<file path="config.mk">
export PLATFORM = sky130hd
export DESIGN_NAME = ps2_direction_decoder
export DESIGN_NICKNAME = d
export VERILOG_FILES = /design/src/rtl/ps2_pkg.sv /design/src/rtl/ps2_rx.sv /design/src/rtl/ps2_direction_decoder.sv
export SDC_FILE = /design/constraint.sdc
export NUM_CORES = 1
export LEC_CHECK = 0
export BUFFER_PORTS_ARGS = -buffer_cell sky130_fd_sc_hd__buf_2
export CAP_MARGIN = 25
export CORE_ASPECT_RATIO = 0.6
export CORE_MARGIN = 2
export CORE_UTILIZATION = 35
export CTS_CLUSTER_DIAMETER = 120
export DETAILED_ROUTE_END_ITERATION = 12
export REMOVE_ABC_BUFFERS = 1
export SYNTH_ARGS = -nofsm -noshare
export SYNTH_HDL_FRONTEND = slang
export SYNTH_SLANG_ARGS = --single-unit
export TNS_END_PERCENT = 1
</file>
<file path="constraint.sdc">
create_clock -name i_clk -period 3.1 [get_ports i_clk]
set_clock_uncertainty 0.15 [all_clocks]
set_input_delay 0.31 -clock i_clk [delete_from_list [all_inputs] [get_ports i_clk]]
set_output_delay 0.31 -clock i_clk [all_outputs]
set_load 0.005 [all_outputs]
</file>
<file path="src/rtl/ps2_pkg.sv">
// ps2_pkg: shared constants and types for the PS/2 direction decoder.
//   - Scan codes for the prefix bytes (E0, F0) and the mapped keys.
//   - Direction indices and one-hot direction constants.
//   - Decoder state enum.
//   - dir_select(): the output-selection rule.
package ps2_pkg;

  localparam logic [7:0] SC_EXT   = 8'hE0;
  localparam logic [7:0] SC_BRK   = 8'hF0;
  // Extended (arrow) keys
  localparam logic [7:0] SC_UP_E  = 8'h75;
  localparam logic [7:0] SC_DN_E  = 8'h72;
  localparam logic [7:0] SC_LT_E  = 8'h6B;
  localparam logic [7:0] SC_RT_E  = 8'h74;
  // Plain keys
  localparam logic [7:0] SC_W     = 8'h1D;
  localparam logic [7:0] SC_S     = 8'h1B;
  localparam logic [7:0] SC_A     = 8'h1C;
  localparam logic [7:0] SC_D     = 8'h23;
  localparam logic [7:0] SC_SPACE = 8'h29;

  localparam logic [1:0] IDX_UP = 2'd0;
  localparam logic [1:0] IDX_DN = 2'd1;
  localparam logic [1:0] IDX_LT = 2'd2;
  localparam logic [1:0] IDX_RT = 2'd3;

  localparam logic [3:0] DIR_NONE  = 4'b0000;
  localparam logic [3:0] DIR_UP    = 4'b0001;
  localparam logic [3:0] DIR_DOWN  = 4'b0010;
  localparam logic [3:0] DIR_LEFT  = 4'b0100;
  localparam logic [3:0] DIR_RIGHT = 4'b1000;

  typedef enum logic [1:0] {
    ST_IDLE,
    ST_EXT,
    ST_BRK,
    ST_EXT_BRK
  } dec_state_t;

  // Most recent press wins while it is still held; otherwise fall back to
  // a fixed priority so releasing the newest key exposes an older one.
  function automatic logic [3:0] dir_select(input logic [3:0] held,
                                            input logic [1:0] last);
    if (held[last])   dir_select = DIR_UP << last;
    else if (held[0]) dir_select = DIR_UP;
    else if (held[1]) dir_select = DIR_DOWN;
    else if (held[2]) dir_select = DIR_LEFT;
    else if (held[3]) dir_select = DIR_RIGHT;
    else              dir_select = DIR_NONE;
  endfunction

endpackage

</file>
<file path="src/rtl/ps2_rx.sv">
// ps2_rx: PS/2 frame receiver.
//   i_clk, i_rst        system clock, synchronous active-high reset
//   i_ps2_clk/i_ps2_data raw PS/2 pins (asynchronous)
//   o_byte_valid        one-cycle strobe with an accepted byte
//   o_byte_data[7:0]    accepted byte (valid with o_byte_valid)
//   o_frame_err         one-cycle pulse on bad start/parity/stop or timeout
module ps2_rx #(
  parameter int TIMEOUT_CYCLES = 5000
) (
  input  logic       i_clk,
  input  logic       i_rst,
  input  logic       i_ps2_clk,
  input  logic       i_ps2_data,
  output logic       o_byte_valid,
  output logic [7:0] o_byte_data,
  output logic       o_frame_err
);

  localparam int TW = $clog2(TIMEOUT_CYCLES + 1);

  logic [1:0]    r_clk_sync;
  logic [1:0]    r_dat_sync;
  logic          r_clk_prev;
  logic [3:0]    r_bit_cnt;
  logic [9:0]    r_shift;     // bits 0..9 of the frame, start bit ends at [0]
  logic [TW-1:0] r_to_cnt;

  logic        w_fall;
  logic        w_dat;
  logic [10:0] w_frame;
  logic        w_ok;

  assign w_fall  = r_clk_prev & ~r_clk_sync[1];
  assign w_dat   = r_dat_sync[1];
  // Complete frame as it stands when the stop bit is being sampled.
  assign w_frame = {w_dat, r_shift};
  assign w_ok    = ~w_frame[0] & w_frame[10] & (^w_frame[9:1]);

  always_ff @(posedge i_clk) begin
    if (i_rst) begin
      // Synchronizers reset to the idle-high bus level so reset cannot
      // manufacture a falling edge.
      r_clk_sync   <= 2'b11;
      r_dat_sync   <= 2'b11;
      r_clk_prev   <= 1'b1;
      r_bit_cnt    <= '0;
      r_shift      <= '0;
      r_to_cnt     <= '0;
      o_byte_valid <= 1'b0;
      o_byte_data  <= '0;
      o_frame_err  <= 1'b0;
    end else begin
      r_clk_sync   <= {r_clk_sync[0], i_ps2_clk};
      r_dat_sync   <= {r_dat_sync[0], i_ps2_data};
      r_clk_prev   <= r_clk_sync[1];
      o_byte_valid <= 1'b0;
      o_frame_err  <= 1'b0;
      if (w_fall) begin
        // An edge always wins over a coincident timeout.
        r_to_cnt <= '0;
        if (r_bit_cnt == 4'd10) begin
          r_bit_cnt <= '0;
          if (w_ok) begin
            o_byte_valid <= 1'b1;
            o_byte_data  <= w_frame[8:1];
          end else begin
            o_frame_err  <= 1'b1;
          end
        end else begin
          r_shift   <= {w_dat, r_shift[9:1]};
          r_bit_cnt <= r_bit_cnt + 4'd1;
        end
      end else if (r_bit_cnt != 4'd0) begin
        if (r_to_cnt == TW'(TIMEOUT_CYCLES)) begin
          r_bit_cnt   <= '0;
          r_to_cnt    <= '0;
          o_frame_err <= 1'b1;
        end else begin
          r_to_cnt <= r_to_cnt + 1'b1;
        end
      end
    end
  end

endmodule

</file>
<file path="src/rtl/ps2_direction_decoder.sv">
// ps2_direction_decoder: turns PS/2 arrow/WASD/space make and break codes
// into a held one-hot direction and a fire level for the plane logic.
//   i_clk, i_rst         system clock, synchronous active-high reset
//   i_ps2_clk/i_ps2_data raw PS/2 pins
//   o_direction[3:0]     one-hot up/down/left/right, 0000 when none held
//   o_fire               high while space is held
//   o_frame_err          one-cycle pulse when a frame is rejected
module ps2_direction_decoder
  import ps2_pkg::*;
#(
  parameter int TIMEOUT_CYCLES = 5000
) (
  input  logic       i_clk,
  input  logic       i_rst,
  input  logic       i_ps2_clk,
  input  logic       i_ps2_data,
  output logic [3:0] o_direction,
  output logic       o_fire,
  output logic       o_frame_err
);

  logic       w_byte_valid;
  logic [7:0] w_byte_data;

  ps2_rx #(.TIMEOUT_CYCLES(TIMEOUT_CYCLES)) u_rx (
    .i_clk        (i_clk),
    .i_rst        (i_rst),
    .i_ps2_clk    (i_ps2_clk),
    .i_ps2_data   (i_ps2_data),
    .o_byte_valid (w_byte_valid),
    .o_byte_data  (w_byte_data),
    .o_frame_err  (o_frame_err)
  );

  dec_state_t r_state;
  logic [3:0] r_held;
  logic [1:0] r_last;
  logic       r_space;

  logic       w_ext, w_brk;
  logic       w_is_dir, w_is_space;
  logic [1:0] w_idx;
  logic [3:0] w_held_nxt;
  logic [1:0] w_last_nxt;
  logic       w_space_nxt;

  assign w_ext = (r_state == ST_EXT) || (r_state == ST_EXT_BRK);
  assign w_brk = (r_state == ST_BRK) || (r_state == ST_EXT_BRK);

  // Key map. Prefix bytes never match, so they fall through as unmapped.
  always_comb begin
    w_is_dir   = 1'b0;
    w_is_space = 1'b0;
    w_idx      = IDX_UP;
    if (w_ext) begin
      case (w_byte_data)
        SC_UP_E: begin w_is_dir = 1'b1; w_idx = IDX_UP; end
        SC_DN_E: begin w_is_dir = 1'b1; w_idx = IDX_DN; end
        SC_LT_E: begin w_is_dir = 1'b1; w_idx = IDX_LT; end
        SC_RT_E: begin w_is_dir = 1'b1; w_idx = IDX_RT; end
        default: ;
      endcase
    end else begin
      case (w_byte_data)
        SC_W:     begin w_is_dir = 1'b1; w_idx = IDX_UP; end
        SC_S:     begin w_is_dir = 1'b1; w_idx = IDX_DN; end
        SC_A:     begin w_is_dir = 1'b1; w_idx = IDX_LT; end
        SC_D:     begin w_is_dir = 1'b1; w_idx = IDX_RT; end
        SC_SPACE: w_is_space = 1'b1;
        default:  ;
      endcase
    end
  end

  // Held-state update. A typematic make just rewrites the same bit and
  // reloads last; a break of an unheld key clears an already-clear bit.
  always_comb begin
    w_held_nxt  = r_held;
    w_last_nxt  = r_last;
    w_space_nxt = r_space;
    if (w_byte_valid) begin
      if (w_is_dir) begin
        if (w_brk) begin
          w_held_nxt[w_idx] = 1'b0;
        end else begin
          w_held_nxt[w_idx] = 1'b1;
          w_last_nxt        = w_idx;
        end
      end else if (w_is_space) begin
        w_space_nxt = ~w_brk;
      end
    end
  end

  // Outputs are registered from the next-state values so they land one
  // cycle after the byte strobe.
  always_ff @(posedge i_clk) begin
    if (i_rst) begin
      r_state     <= ST_IDLE;
      r_held      <= '0;
      r_last      <= IDX_UP;
      r_space     <= 1'b0;
      o_direction <= DIR_NONE;
      o_fire      <= 1'b0;
    end else begin
      r_held      <= w_held_nxt;
      r_last      <= w_last_nxt;
      r_space     <= w_space_nxt;
      o_direction <= dir_select(w_held_nxt, w_last_nxt);
      o_fire      <= w_space_nxt;
      if (w_byte_valid) begin
        case (r_state)
          ST_IDLE: begin
            if (w_byte_data == SC_EXT)      r_state <= ST_EXT;
            else if (w_byte_data == SC_BRK) r_state <= ST_BRK;
            else                            r_state <= ST_IDLE;
          end
          ST_EXT:  r_state <= (w_byte_data == SC_BRK) ? ST_EXT_BRK : ST_IDLE;
          default: r_state <= ST_IDLE;
        endcase
      end
    end
  end

endmodule

</file>
# Yosys cells after proc, flatten, opt, wreduce, memory -nomap -nowiden

Index checks and enable logic that the tools add are counted.

Word-level logic and storage cells: 102
Output and inout port bits: 6
Flip-flop bits (word level): 55
Bits of input ports: 4

Equal/unequal tests: 16
$add $sub $neg: 2
Order comparisons: 3
Reductions and logical operators: 16
Bitwise operators: 12
Shifts and indexed selects: 1
Muxes and demuxes: 38

Operator list:

| operator                                                                      | number |
|---|---|
| 4-bit two-way mux                                                             | 12 |
| 8-bit by 7-bit == test with 1-bit output (second input constant)              | 4 |
| 8-bit by 5-bit == test with 1-bit output (second input constant)              | 3 |
| 8-bit by 6-bit == test with 1-bit output (second input constant)              | 2 |
| 8-bit == test (second input constant)                                         | 2 |
| 2-bit two-way mux                                                             | 7 |
| 13-bit by 1-bit adder with 13-bit output (second input constant)              | 1 |
| 13-bit == test (second input constant)                                        | 1 |
| 1-bit two-way mux                                                             | 13 |
| 13-bit two-way mux                                                            | 1 |
| 2-bit case mux with 3 select lines                                            | 2 |
| 9-bit parity                                                                  | 1 |
| 4-bit OR reduction                                                            | 2 |
| 2-bit by 3-bit less-than comparator with 1-bit output (second input constant) | 2 |
| 1-bit inverter                                                                | 6 |
| 3-bit AND reduction                                                           | 2 |
| 4-bit by 1-bit adder with 4-bit output (second input constant)                | 1 |
| 4-bit AND                                                                     | 1 |
| 2-bit == test (second input constant)                                         | 2 |
| 4-bit == test (second input constant)                                         | 1 |
| 4-bit inverter                                                                | 1 |
| 4-bit OR                                                                      | 1 |
| 2-bit case mux with 2 select lines                                            | 1 |
| 2-bit AND reduction                                                           | 2 |
| other kinds (13)                                                              | 17 |

# Depth between registers and ports, before layout

Gate-level depths: netlist (run 1).

Word-level depth: 17
Mapped depth: 9

# Modules after synthesis

From an unflattened synthesis (run 1), not the netlist that was laid out.

Cells, all modules: 305
Area, all modules: 2,788.9 µm²

Modules (own cells, without submodules):

| module                | times used | cells an instance | seq. area each (µm²) | area an instance (µm²) |
|---|---|---|---|---|
| ps2_rx                | 1          | 208               | 840.8                | 1,921.8 |
| ps2_direction_decoder | 1          | 97                | 260.2                | 867.1 |

# Worst setup path before layout (run 1)

No wires, ideal clock.

Path kind: flip-flop to flip-flop
Start point: reg u_rx.o_byte_data[1]
End point: reg o_direction[0]
Path slack: 407 ps
Arrival: 2,440 ps
Period minus slack after synthesis: 2,693 ps
Required time: 2,847 ps
Cell stages (with the launch flop): 9
Cell sequence: dfxtp_1 -> buf_6 -> or4b_1 -> or4_1 -> o31a_2 -> a211oi_1 -> mux2i_1 -> mux2i_2 -> a2111oi_2

Word-level cells in the longest chain between the ends: 16

Ends and longest elaborated chain:

| element                                                                                                                                                            | line                                                     | source |
|---|---|---|
| from (decl)                                                                                                                                                        | ps2_rx.sv:15                                             | `output logic [7:0] o_byte_data,` |
| from (signal assigned)                                                                                                                                             | ps2_rx.sv:65                                             | `o_byte_data <= w_frame[8:1];` |
| 8-bit by 6-bit == test with 1-bit output (tied with other cells)                                                                                                   | ps2_direction_decoder.sv:64                              | `case (w_byte_data)` |
| 2-bit case mux with 3 select lines, on equally long branches                                                                                                       | ps2_direction_decoder.sv:64, ps2_direction_decoder.sv:56 |  |
| 2-bit two-way mux                                                                                                                                                  | ps2_direction_decoder.sv:55                              | `if (w_ext) begin` |
| 2-bit by 3-bit less-than comparator with 1-bit output (implied by the code) / 2-bit by 1-bit greater-or-equal comparator with 1-bit output (equally long branches) | ps2_direction_decoder.sv:84, ps2_direction_decoder.sv:86 |  |
| 1-bit logical AND (implied by the code)                                                                                                                            | ps2_direction_decoder.sv:84, ps2_direction_decoder.sv:86 |  |
| 1-bit two-way mux (implied by the code)                                                                                                                            | ps2_direction_decoder.sv:84, ps2_direction_decoder.sv:86 |  |
| 1-bit demux with 2-bit select                                                                                                                                      | ps2_direction_decoder.sv:84, ps2_direction_decoder.sv:86 |  |
| 4-bit inverter (no source line)                                                                                                                                    | --                                                       |  |
| 4-bit AND (no source line)                                                                                                                                         | --                                                       |  |
| 4-bit two-way mux                                                                                                                                                  | ps2_direction_decoder.sv:83                              | `if (w_brk) begin` |
| 4-bit two-way mux                                                                                                                                                  | ps2_direction_decoder.sv:82                              | `if (w_is_dir) begin` |
| 4-bit two-way mux                                                                                                                                                  | ps2_direction_decoder.sv:81                              | `if (w_byte_valid) begin` |
| 4-bit two-way mux                                                                                                                                                  | ps2_pkg.sv:47                                            | `else if (held[2]) dir_select = DIR_LEFT;` |
| 4-bit two-way mux                                                                                                                                                  | ps2_pkg.sv:46                                            | `else if (held[1]) dir_select = DIR_DOWN;` |
| 4-bit two-way mux                                                                                                                                                  | ps2_pkg.sv:45                                            | `else if (held[0]) dir_select = DIR_UP;` |
| 4-bit two-way mux *                                                                                                                                                | ps2_pkg.sv:44                                            | `if (held[last]) dir_select = DIR_UP << last;` |
| to (signal assigned)                                                                                                                                               | ps2_direction_decoder.sv:109                             | `o_direction <= dir_select(w_held_nxt, w_last_nxt);` |
| to (decl)                                                                                                                                                          | ps2_direction_decoder.sv:17                              | `output logic [3:0] o_direction,` |

Mark *: on every way between the ends. The rest lies on a longest branch, timed or not. The select of a mux whose other input is x is not followed.
A chain may end at the register's enable or synchronous reset.

# Worst setup path after layout (run 1)

Same ends and word-level chain as after synthesis.

==> results of run 1 <==
## cells in the final DEF (no fill, tap or decap), types with 4 or more instances in the layout
cell       netlist  layout
buf_2            0       9
nor2_1          48      48
nand2_1         16      16
mux2i_1         22      22
xor2_1          10      10
nand3_1          9       9
nand3b_1         5       5
nand4_1          7       7
dfxtp_1         55      55
xnor2_1         12      12
inv_1            8       8
clkbuf_16        0       5
ha_1             5       5
a21oi_1          7       7
or2_2            5       5
nand2b_1         4       4
## worst max-delay path, delay by kind of cell (launching register included)
| family | cells | cell delay, ns |
|---|---|---|
| flip-flops | 1 | 0.41 |
| multiplexers | 2 | 0.48 |
| AND/OR/NAND/NOR | 2 | 0.92 |
| AO/OA/AOI/OAI | 3 | 0.79 |
## metrics by stage
stage	util, %	cells	setup slack (ns)
after global placement	38.0	389	0.274
after global routing	40.1	397	0.0170
after detailed placement	38.0	389	0.269
after CTS	40.1	397	0.239
final	40.1	397	0.259
after floorplan	-	273	0.438
## state kept, by name, summed over array words and instances, names as in the netlist, 2 cells and up
| name | cells |
|---|---|
| r_held | 4 |
| u_rx.r_to_cnt | 13 |
| u_rx.r_shift | 10 |
| r_last | 2 |
| u_rx.r_clk_sync | 2 |
| u_rx.r_bit_cnt | 4 |
| u_rx.o_byte_data | 8 |
| r_state | 2 |
| u_rx.r_dat_sync | 2 |
| o_direction | 4 |
## cell families after synthesis
kind of cell               synth area share, %
DFF                                       42.3
adders and majority gates                 2.41
and+or+nand+nor                           25.2
buffers and inverters                     2.89
muxes                                     10.7
AOI/OAI and AO/OA                         9.00
xor gates and xnor gates                  7.41
## final timing paths
kind | to | slack, ns | startpoint
max | o_direction[0] | 0.26 | u_rx.o_byte_data[1]
min | u_rx.r_clk_sync[0] | 0.05 | i_ps2_clk
max reg2reg | o_direction[0] | 0.26 | u_rx.o_byte_data[1]
min reg2reg | u_rx.r_dat_sync[1] | 0.26 | u_rx.r_dat_sync[0]
## routing by layer
| layer | share of wire [%] | global-route usage (%) | vias up |
|---|---|---|---|
| met5 | 0 | 0 | - |
| met4 | 0.99 | 3.88 | 0 |
| met3 | 5.2 | 4.11 | 4 |
| met2 | 36 | 16.4 | 29 |
| met1 | 58 | 20.1 | 892 |
| li1 | - | - | 1019 |
## power by group
part,internal [uW],leakage [uW],switching (uW)
Clock,324,0.0000741,248
Combinational,14.9,0.000625,23.8
Sequential,712,0.000444,4.16
## area by class of cell
type | count | area [sq um] | area share (%)
Clock buffer | 7 | 143 | 4.91
Clock inverter | 1 | 8.76 | 0.302
Inverter | 8 | 30.0 | 1.03
Multi-Input combinational cell | 210 | 1420 | 49.0
Sequential cell | 55 | 1100 | 37.9
Tap cell | 104 | 130 | 4.48
Timing Repair Buffer | 12 | 67.6 | 2.33
==> impl_metrics.prom, run 1 <==
# TYPE chip_impl_metric gauge
chip_impl_metric{name="vias_per_cell",unit=""} 4.90
chip_impl_metric{name="clk_latency",unit="ns"} 0.29
chip_impl_metric{name="design_area",unit="sq um"} 2900
chip_impl_metric{name="grt_remaining_overflow",unit=""} 0
chip_impl_metric{name="mapped_area",unit="sq um"} 2600
chip_impl_info{name="setup.worst_path.end_class",value="flop"} 1
chip_impl_metric{name="num_io_pins",unit=""} 10
chip_impl_info{name="crit_path_cells",value="or4b_1, or4_1, o31a_2, a211oi_1, mux2i_1, mux2i_2, a2111oi_2"} 1
chip_impl_info{name="cts-root-buf",value="clkbuf_16"} 1
chip_impl_info{name="setup.worst_path.class",value="reg -> reg"} 1
chip_impl_info{name="critPathLaunchType",value="flop"} 1
chip_impl_metric{name="grt_antenna_before_repair",unit=""} 0
chip_impl_metric{name="initial_core_util",unit="%"} 35.9
chip_impl_metric{name="total_via_count_after_detailed_routing",unit=""} 1944
chip_impl_metric{name="max-vdd-ir-drop",unit="mV"} 0.231
chip_impl_metric{name="post_cts_setup_buffers",unit=""} 0
chip_impl_metric{name="postSynth.asyncResetShare",unit="%"} 0
chip_impl_metric{name="final.period_utilization",unit="%"} 91.7
chip_impl_info{name="worstHoldPathType",value="in -> reg"} 1
chip_impl_metric{name="post_layout_min_period",unit="ns"} 2.84
chip_impl_metric{name="detailedRoute.firstIterationViolations",unit=""} 121
chip_impl_metric{name="cts.path.max_buffers",unit=""} 2
chip_impl_metric{name="clock_tree.htree_level_count",unit=""} 2
chip_impl_metric{name="synth.yosys.warnings",unit=""} 0
chip_impl_info{name="clock_tree_from_tritoncts",value="done"} 1
chip_impl_metric{name="synthCells",unit=""} 283
chip_impl_metric{name="drv.max_cap_violation_count",unit=""} 0
chip_impl_metric{name="holdPathStages",unit=""} 2
chip_impl_metric{name="placementRows",unit=""} 24
chip_impl_metric{name="dieHeight",unit="um"} 70.8
chip_impl_metric{name="core_area",unit="sq um"} 7240
chip_impl_metric{name="detail_route.first_pass.iterations",unit=""} 4
chip_impl_metric{name="fp.dieArea",unit="sq um"} 8160
chip_impl_metric{name="grt_util_all_layers",unit="%"} 12.9
chip_impl_metric{name="cellLeakagePower",unit="uW"} 0.00114
chip_impl_metric{name="floorplan.die.width",unit="um"} 115
chip_impl_metric{name="clk_transition_reported_paths",unit="ns"} 0.07
chip_impl_metric{name="design_power_total",unit="uW"} 1330
chip_impl_metric{name="synth_seq_area_share",unit="%"} 42.3
chip_impl_info{name="yosys-top-cells-area",value="dfxtp_1 42%, mux2i_1 8.5%, nor2_1 6.9%, xnor2_1 4.0%, xor2_1 3.4%"} 1
chip_impl_metric{name="place.gp.congestion",unit=""} 0.838
chip_impl_metric{name="layout-area-overhead-vs-synth",unit="%"} 11.7
chip_impl_metric{name="worst_slew_pin_slew",unit="ns"} 0.746
chip_impl_metric{name="timing.critical_path.arrival",unit="ns"} 2.88
chip_impl_metric{name="post_route_cells_drive_above_1_share",unit="%"} 10.6
chip_impl_metric{name="global_route_wire_length_before_repair",unit="mm"} 8.40
chip_impl_metric{name="ant_nets",unit=""} 0
chip_impl_metric{name="drt-wirelength-per-cell",unit="um"} 12.0
chip_impl_info{name="grt_setup_unrepaired",value="false"} 1
chip_impl_info{name="ys_top_cells_by_count",value="55 x dfxtp_1, 48 x nor2_1, 22 x mux2i_1"} 1
chip_impl_metric{name="num_antenna_cells",unit=""} 0
chip_impl_metric{name="cellPowerDensity",unit="nW/um^2"} 457
chip_impl_metric{name="slew_headroom",unit="%"} 49.8
chip_impl_metric{name="cp_slowest_stage_delay",unit="ns"} 0.51
chip_impl_metric{name="tritoncts_num_sinks",unit=""} 55
chip_impl_metric{name="grt_start_max_net_pins",unit=""} 24
chip_impl_metric{name="buffer_ports.inserted",unit=""} 9
chip_impl_metric{name="syn_area_per_cell",unit="sq um"} 9.19
chip_impl_metric{name="synth_edf_count",unit=""} 0
chip_impl_metric{name="worst-path-max-fanout",unit=""} 10
chip_impl_info{name="status",value="completed"} 1
chip_impl_metric{name="totalNegativeSetupSlack",unit="ns"} 0
chip_impl_metric{name="post_cts.resized_instances",unit=""} 0
chip_impl_metric{name="synth_top_area_share",unit="%"} 42.3
chip_impl_metric{name="final.fill_count",unit=""} 720
chip_impl_metric{name="hpwl",unit="mm"} 3.46
chip_impl_metric{name="worst_r2r_path_depth",unit=""} 7
chip_impl_metric{name="finalSetupViolations",unit=""} 0
chip_impl_info{name="synthFlopType",value="dfxtp_1"} 1
chip_impl_metric{name="crit_required",unit="ns"} 3.14
chip_impl_metric{name="synth.lib_cells_used.distinct",unit=""} 56
chip_impl_metric{name="route.detailed.drc",unit=""} 0
chip_impl_metric{name="grt_pass1_vias",unit=""} 1736
chip_impl_metric{name="post_place_instance_area",unit="sq um"} 2750
chip_impl_metric{name="report.final.slew_viol_count",unit=""} 0
chip_impl_metric{name="drt-total-wl",unit="mm"} 4.75
chip_impl_metric{name="cts-hold-fix-buffers",unit=""} 0
chip_impl_info{name="yosys.area.top_type",value="dfxtp_1"} 1
chip_impl_metric{name="hold_slack",unit="ns"} 0.0459
chip_impl_info{name="slowest_stage",value="or4b_1"} 1
chip_impl_metric{name="cts_inserted_buffers",unit=""} 5
chip_impl_metric{name="final_nets",unit=""} 301
chip_impl_metric{name="postSynthRegisterBits",unit=""} 55
chip_impl_metric{name="final-hold-violation-count",unit=""} 0
chip_impl_info{name="synth.most_common_cell",value="dfxtp_1"} 1
chip_impl_metric{name="timing.fmax",unit="GHz"} 0.352
(Power assumes the default switching activity.)
==> run 2, diff against run 1 <==
--- a/config.mk
+++ b/config.mk
@@ -15,5 +15,6 @@
 export REMOVE_ABC_BUFFERS = 1
 export SYNTH_ARGS = -nofsm -noshare
 export SYNTH_HDL_FRONTEND = slang
+export SYNTH_HIERARCHICAL = 1
 export SYNTH_SLANG_ARGS = --single-unit
 export TNS_END_PERCENT = 1
==> run 2 against run 1 <==
Compared with the run above:
- clock-buffer cell count stayed put
- synthesized area is 7.3% higher
- worst setup slack got worse by 0.033 ns
- register-to-register slack got worse by 0.03 ns
- clock power up 4.2%
- critical endpoint is now o_direction[1]
==> impl_metrics.prom, run 2 <==
# TYPE chip_impl_metric gauge
chip_impl_metric{name="comb_power_share",unit="%"} 3.2
chip_impl_metric{name="switching_power",unit="uW"} 283
chip_impl_metric{name="crit_required",unit="ns"} 3.14
chip_impl_info{name="setup.worst_path.end_class",value="flop"} 1
chip_impl_info{name="cts-root-buf",value="clkbuf_16"} 1
chip_impl_metric{name="power.internal",unit="uW"} 1070
chip_impl_metric{name="final-hold-violation-count",unit=""} 0
chip_impl_metric{name="timing.critical_path.arrival",unit="ns"} 2.91
chip_impl_metric{name="hpwl",unit="mm"} 3.81
chip_impl_metric{name="buffer_ports.inserted",unit=""} 9
chip_impl_info{name="yosys-top-cells-area",value="dfxtp_1 39%, mux2i_1 5.4%, nand2_1 4.4%, or2b_2 3.8%, a21oi_1 3.6%"} 1
chip_impl_metric{name="core_area",unit="sq um"} 7790
chip_impl_info{name="layout_common_cells",value="55 x dfxtp_1, 33 x nand2_1, 23 x nor2_1"} 1
chip_impl_info{name="status",value="completed"} 1
chip_impl_metric{name="totalNegativeSetupSlack",unit="ns"} 0
chip_impl_metric{name="drt-wirelength-per-cell",unit="um"} 12.7
chip_impl_info{name="crit_path_cells",value="or3b_1, a2111oi_4, o21ai_2, nor3_2, mux2i_1, nor2_1, o211a_1"} 1
chip_impl_metric{name="final_nets",unit=""} 320
chip_impl_metric{name="p_clk_share",unit="%"} 44.0
chip_impl_metric{name="clk_transition_reported_paths",unit="ns"} 0.07
chip_impl_metric{name="vias_per_cell",unit=""} 5.05
chip_impl_metric{name="grt_start_max_net_pins",unit=""} 29
chip_impl_metric{name="cts_inserted_buffers",unit=""} 5
chip_impl_metric{name="slew_headroom",unit="%"} 58.1
chip_impl_metric{name="cellPowerDensity",unit="nW/um^2"} 439
chip_impl_metric{name="grt_antenna_before_repair",unit=""} 0
chip_impl_metric{name="num_io_pins",unit=""} 10
chip_impl_metric{name="synth.lib_cells_used.distinct",unit=""} 63
chip_impl_metric{name="final.fill_count",unit=""} 775
chip_impl_metric{name="postSynth.asyncResetShare",unit="%"} 0
chip_impl_info{name="critPathLaunchType",value="flop"} 1
chip_impl_metric{name="report.final.slew_viol_count",unit=""} 0
chip_impl_metric{name="ant_nets",unit=""} 0
chip_impl_metric{name="cellLeakagePower",unit="uW"} 0.00100
chip_impl_metric{name="max-vdd-ir-drop",unit="mV"} 0.190
chip_impl_metric{name="initial_core_util",unit="%"} 35.8
chip_impl_metric{name="power.share.switching",unit="%"} 20.9
chip_impl_metric{name="fp.dieArea",unit="sq um"} 8720
chip_impl_metric{name="detailedRoute.firstIterationViolations",unit=""} 153
chip_impl_metric{name="finish.utilization",unit="%"} 39.6
chip_impl_metric{name="timing.fmax",unit="GHz"} 0.348
chip_impl_metric{name="clock_tree.htree_level_count",unit=""} 2
chip_impl_metric{name="synth_seq_area_share",unit="%"} 39.5
chip_impl_metric{name="total_via_count_after_detailed_routing",unit=""} 2121
chip_impl_metric{name="grt_remaining_overflow",unit=""} 0
chip_impl_info{name="slowest_stage",value="mux2i_1"} 1
chip_impl_info{name="ys_top_cells_by_count",value="55 x dfxtp_1, 33 x nand2_1, 23 x nor2_1"} 1
chip_impl_metric{name="mapped_area",unit="sq um"} 2790
chip_impl_metric{name="largest_register_ffs",unit=""} 13
chip_impl_info{name="synth.most_common_cell",value="dfxtp_1"} 1
chip_impl_info{name="max_flop_register",value="u_rx/r_to_cnt"} 1
chip_impl_metric{name="place.gp.congestion",unit=""} 0.859
chip_impl_info{name="top_regs",value="u_rx/r_to_cnt: 13 flops, u_rx/r_shift: 10 flops, u_rx/o_byte_data: 8 flops"} 1
chip_impl_metric{name="route.detailed.drc",unit=""} 0
chip_impl_metric{name="cp_slowest_stage_delay",unit="ns"} 0.55
chip_impl_metric{name="drt-total-wl",unit="mm"} 5.34
chip_impl_metric{name="detail_route.first_pass.iterations",unit=""} 4
chip_impl_metric{name="tritoncts_num_sinks",unit=""} 55
chip_impl_info{name="most_common_library_cell_in_the_layout_ignoring_fill_and_taps",value="dfxtp_1"} 1
chip_impl_metric{name="synthCells",unit=""} 305
chip_impl_metric{name="post_route_cells_drive_above_1_share",unit="%"} 17.0
chip_impl_metric{name="grt_pass1_vias",unit=""} 1916
chip_impl_info{name="worstHoldPathType",value="in -> reg"} 1
chip_impl_metric{name="final.period_utilization",unit="%"} 92.7
chip_impl_metric{name="global_route_wire_length_before_repair",unit="mm"} 9.23
chip_impl_info{name="synthFlopType",value="dfxtp_1"} 1
chip_impl_metric{name="synth_edf_count",unit=""} 0
chip_impl_metric{name="finalSetupViolations",unit=""} 0
chip_impl_metric{name="post_cts_setup_buffers",unit=""} 0
chip_impl_metric{name="design_power_total",unit="uW"} 1350
chip_impl_metric{name="layout-area-overhead-vs-synth",unit="%"} 10.5
chip_impl_info{name="clock_tree_from_tritoncts",value="done"} 1
chip_impl_metric{name="dieHeight",unit="um"} 73.1
chip_impl_metric{name="postSynthRegisterBits",unit=""} 55
chip_impl_metric{name="grt_util_all_layers",unit="%"} 13.2
chip_impl_metric{name="drv.max_cap_violation_count",unit=""} 0
chip_impl_metric{name="cts-hold-fix-buffers",unit=""} 0
chip_impl_metric{name="placementRows",unit=""} 25
chip_impl_metric{name="worst-path-max-fanout",unit=""} 10
chip_impl_info{name="grt_setup_unrepaired",value="false"} 1
chip_impl_metric{name="clk_latency",unit="ns"} 0.29
chip_impl_metric{name="floorplan.die.width",unit="um"} 119
chip_impl_metric{name="power.sequential.fraction",unit="%"} 52.8
chip_impl_info{name="critical_path.top_delay_family",value="simple AND/OR/NAND/NOR gates"} 1
chip_impl_metric{name="synth_top_area_share",unit="%"} 39.5
chip_impl_metric{name="synth.yosys.warnings",unit=""} 6
chip_impl_info{name="yosys.area.top_type",value="dfxtp_1"} 1
chip_impl_metric{name="post_layout_min_period",unit="ns"} 2.87
chip_impl_info{name="setup.worst_path.class",value="reg -> reg"} 1
chip_impl_metric{name="cts.path.max_buffers",unit=""} 2
chip_impl_metric{name="syn_area_per_cell",unit="sq um"} 9.14
chip_impl_metric{name="post_cts.resized_instances",unit=""} 0
chip_impl_metric{name="timing.critical_path.buf_inv",unit=""} 0
chip_impl_metric{name="worst_slew_pin_slew",unit="ns"} 0.626
chip_impl_metric{name="num_antenna_cells",unit=""} 0
[run 2: cell families (layout without fill, tap and decap cells)]
kind of cell	after synthesis	in the layout	synth area share (%)
simple gates	142	142	29.8
flops	55	55	39.5
compound gates	48	48	12.0
buf+inv	22	29	3.68
mux	18	18	7.00
xor+xnor	15	15	5.79
fa+ha+maj	5	5	2.24
[run 2: cell type report]
| class | count | area [sq um] | share of cell area [%] |
|---|---|---|---|
| flip-flops and latches | 55 | 1100 | 35.7 |
| repair buffers | 12 | 67.6 | 2.19 |
| clock buffers | 7 | 153 | 4.95 |
| clock inverters | 1 | 7.51 | 0.244 |
| well taps | 108 | 135 | 4.38 |
| multi-input cells | 228 | 1590 | 51.4 |
| inverters | 9 | 33.8 | 1.10 |
[run 2: worst reg2reg max path, delay by kind of cell, from the launching register on]
kind,cells,cell delay (ns)
flip-flops,1,0.40
multiplexers,1,0.55
AO/OA/AOI/OAI,3,0.83
AND/OR/NAND/NOR,3,0.84
[run 2: power by group through the flow]
stage | sequential, uW | clock, uW | combinational [uW]
after CTS | 715 | 620 | 43.7
final | 716 | 596 | 43.2
after global routing | 716 | 647 | 48.9
after detailed placement | 732 | 0 | 43.5
after floorplan | 731 | 0 | 25.3
after global placement | 732 | 0 | 43.3
[run 2: final timing paths]
path | startpoint | to | slack [ns] | cells after the start
max | u_rx/o_byte_data[4] | o_direction[1] | 0.23 | 7
min reg2reg | u_rx/r_clk_sync[0] | u_rx/r_clk_sync[1] | 0.27 | 1
max reg2reg | u_rx/o_byte_data[4] | o_direction[1] | 0.23 | 7
min | i_ps2_data | u_rx/r_dat_sync[0] | 0.04 | 2
[run 2: routing by layer]
| metal | share of wire [%] | track usage (%) |
|---|---|---|
| met4 | 1.3 | 4.89 |
| met5 | 0 | 0 |
| met1 | 55 | 19.6 |
| met3 | 4.2 | 3.59 |
| met2 | 39 | 17.9 |
[run 2: metrics by stage]
step	cells	setup WS (ns)	hold slack, ns	cell area, sq um
after global placement	412	0.427	0.244	2920
after CTS	420	0.260	0.0341	3080
after global routing	420	0.0606	0.0372	3080
final	420	0.226	0.0428	3080
after detailed placement	412	0.304	0.250	2920
after floorplan	292	0.546	0.229	2720
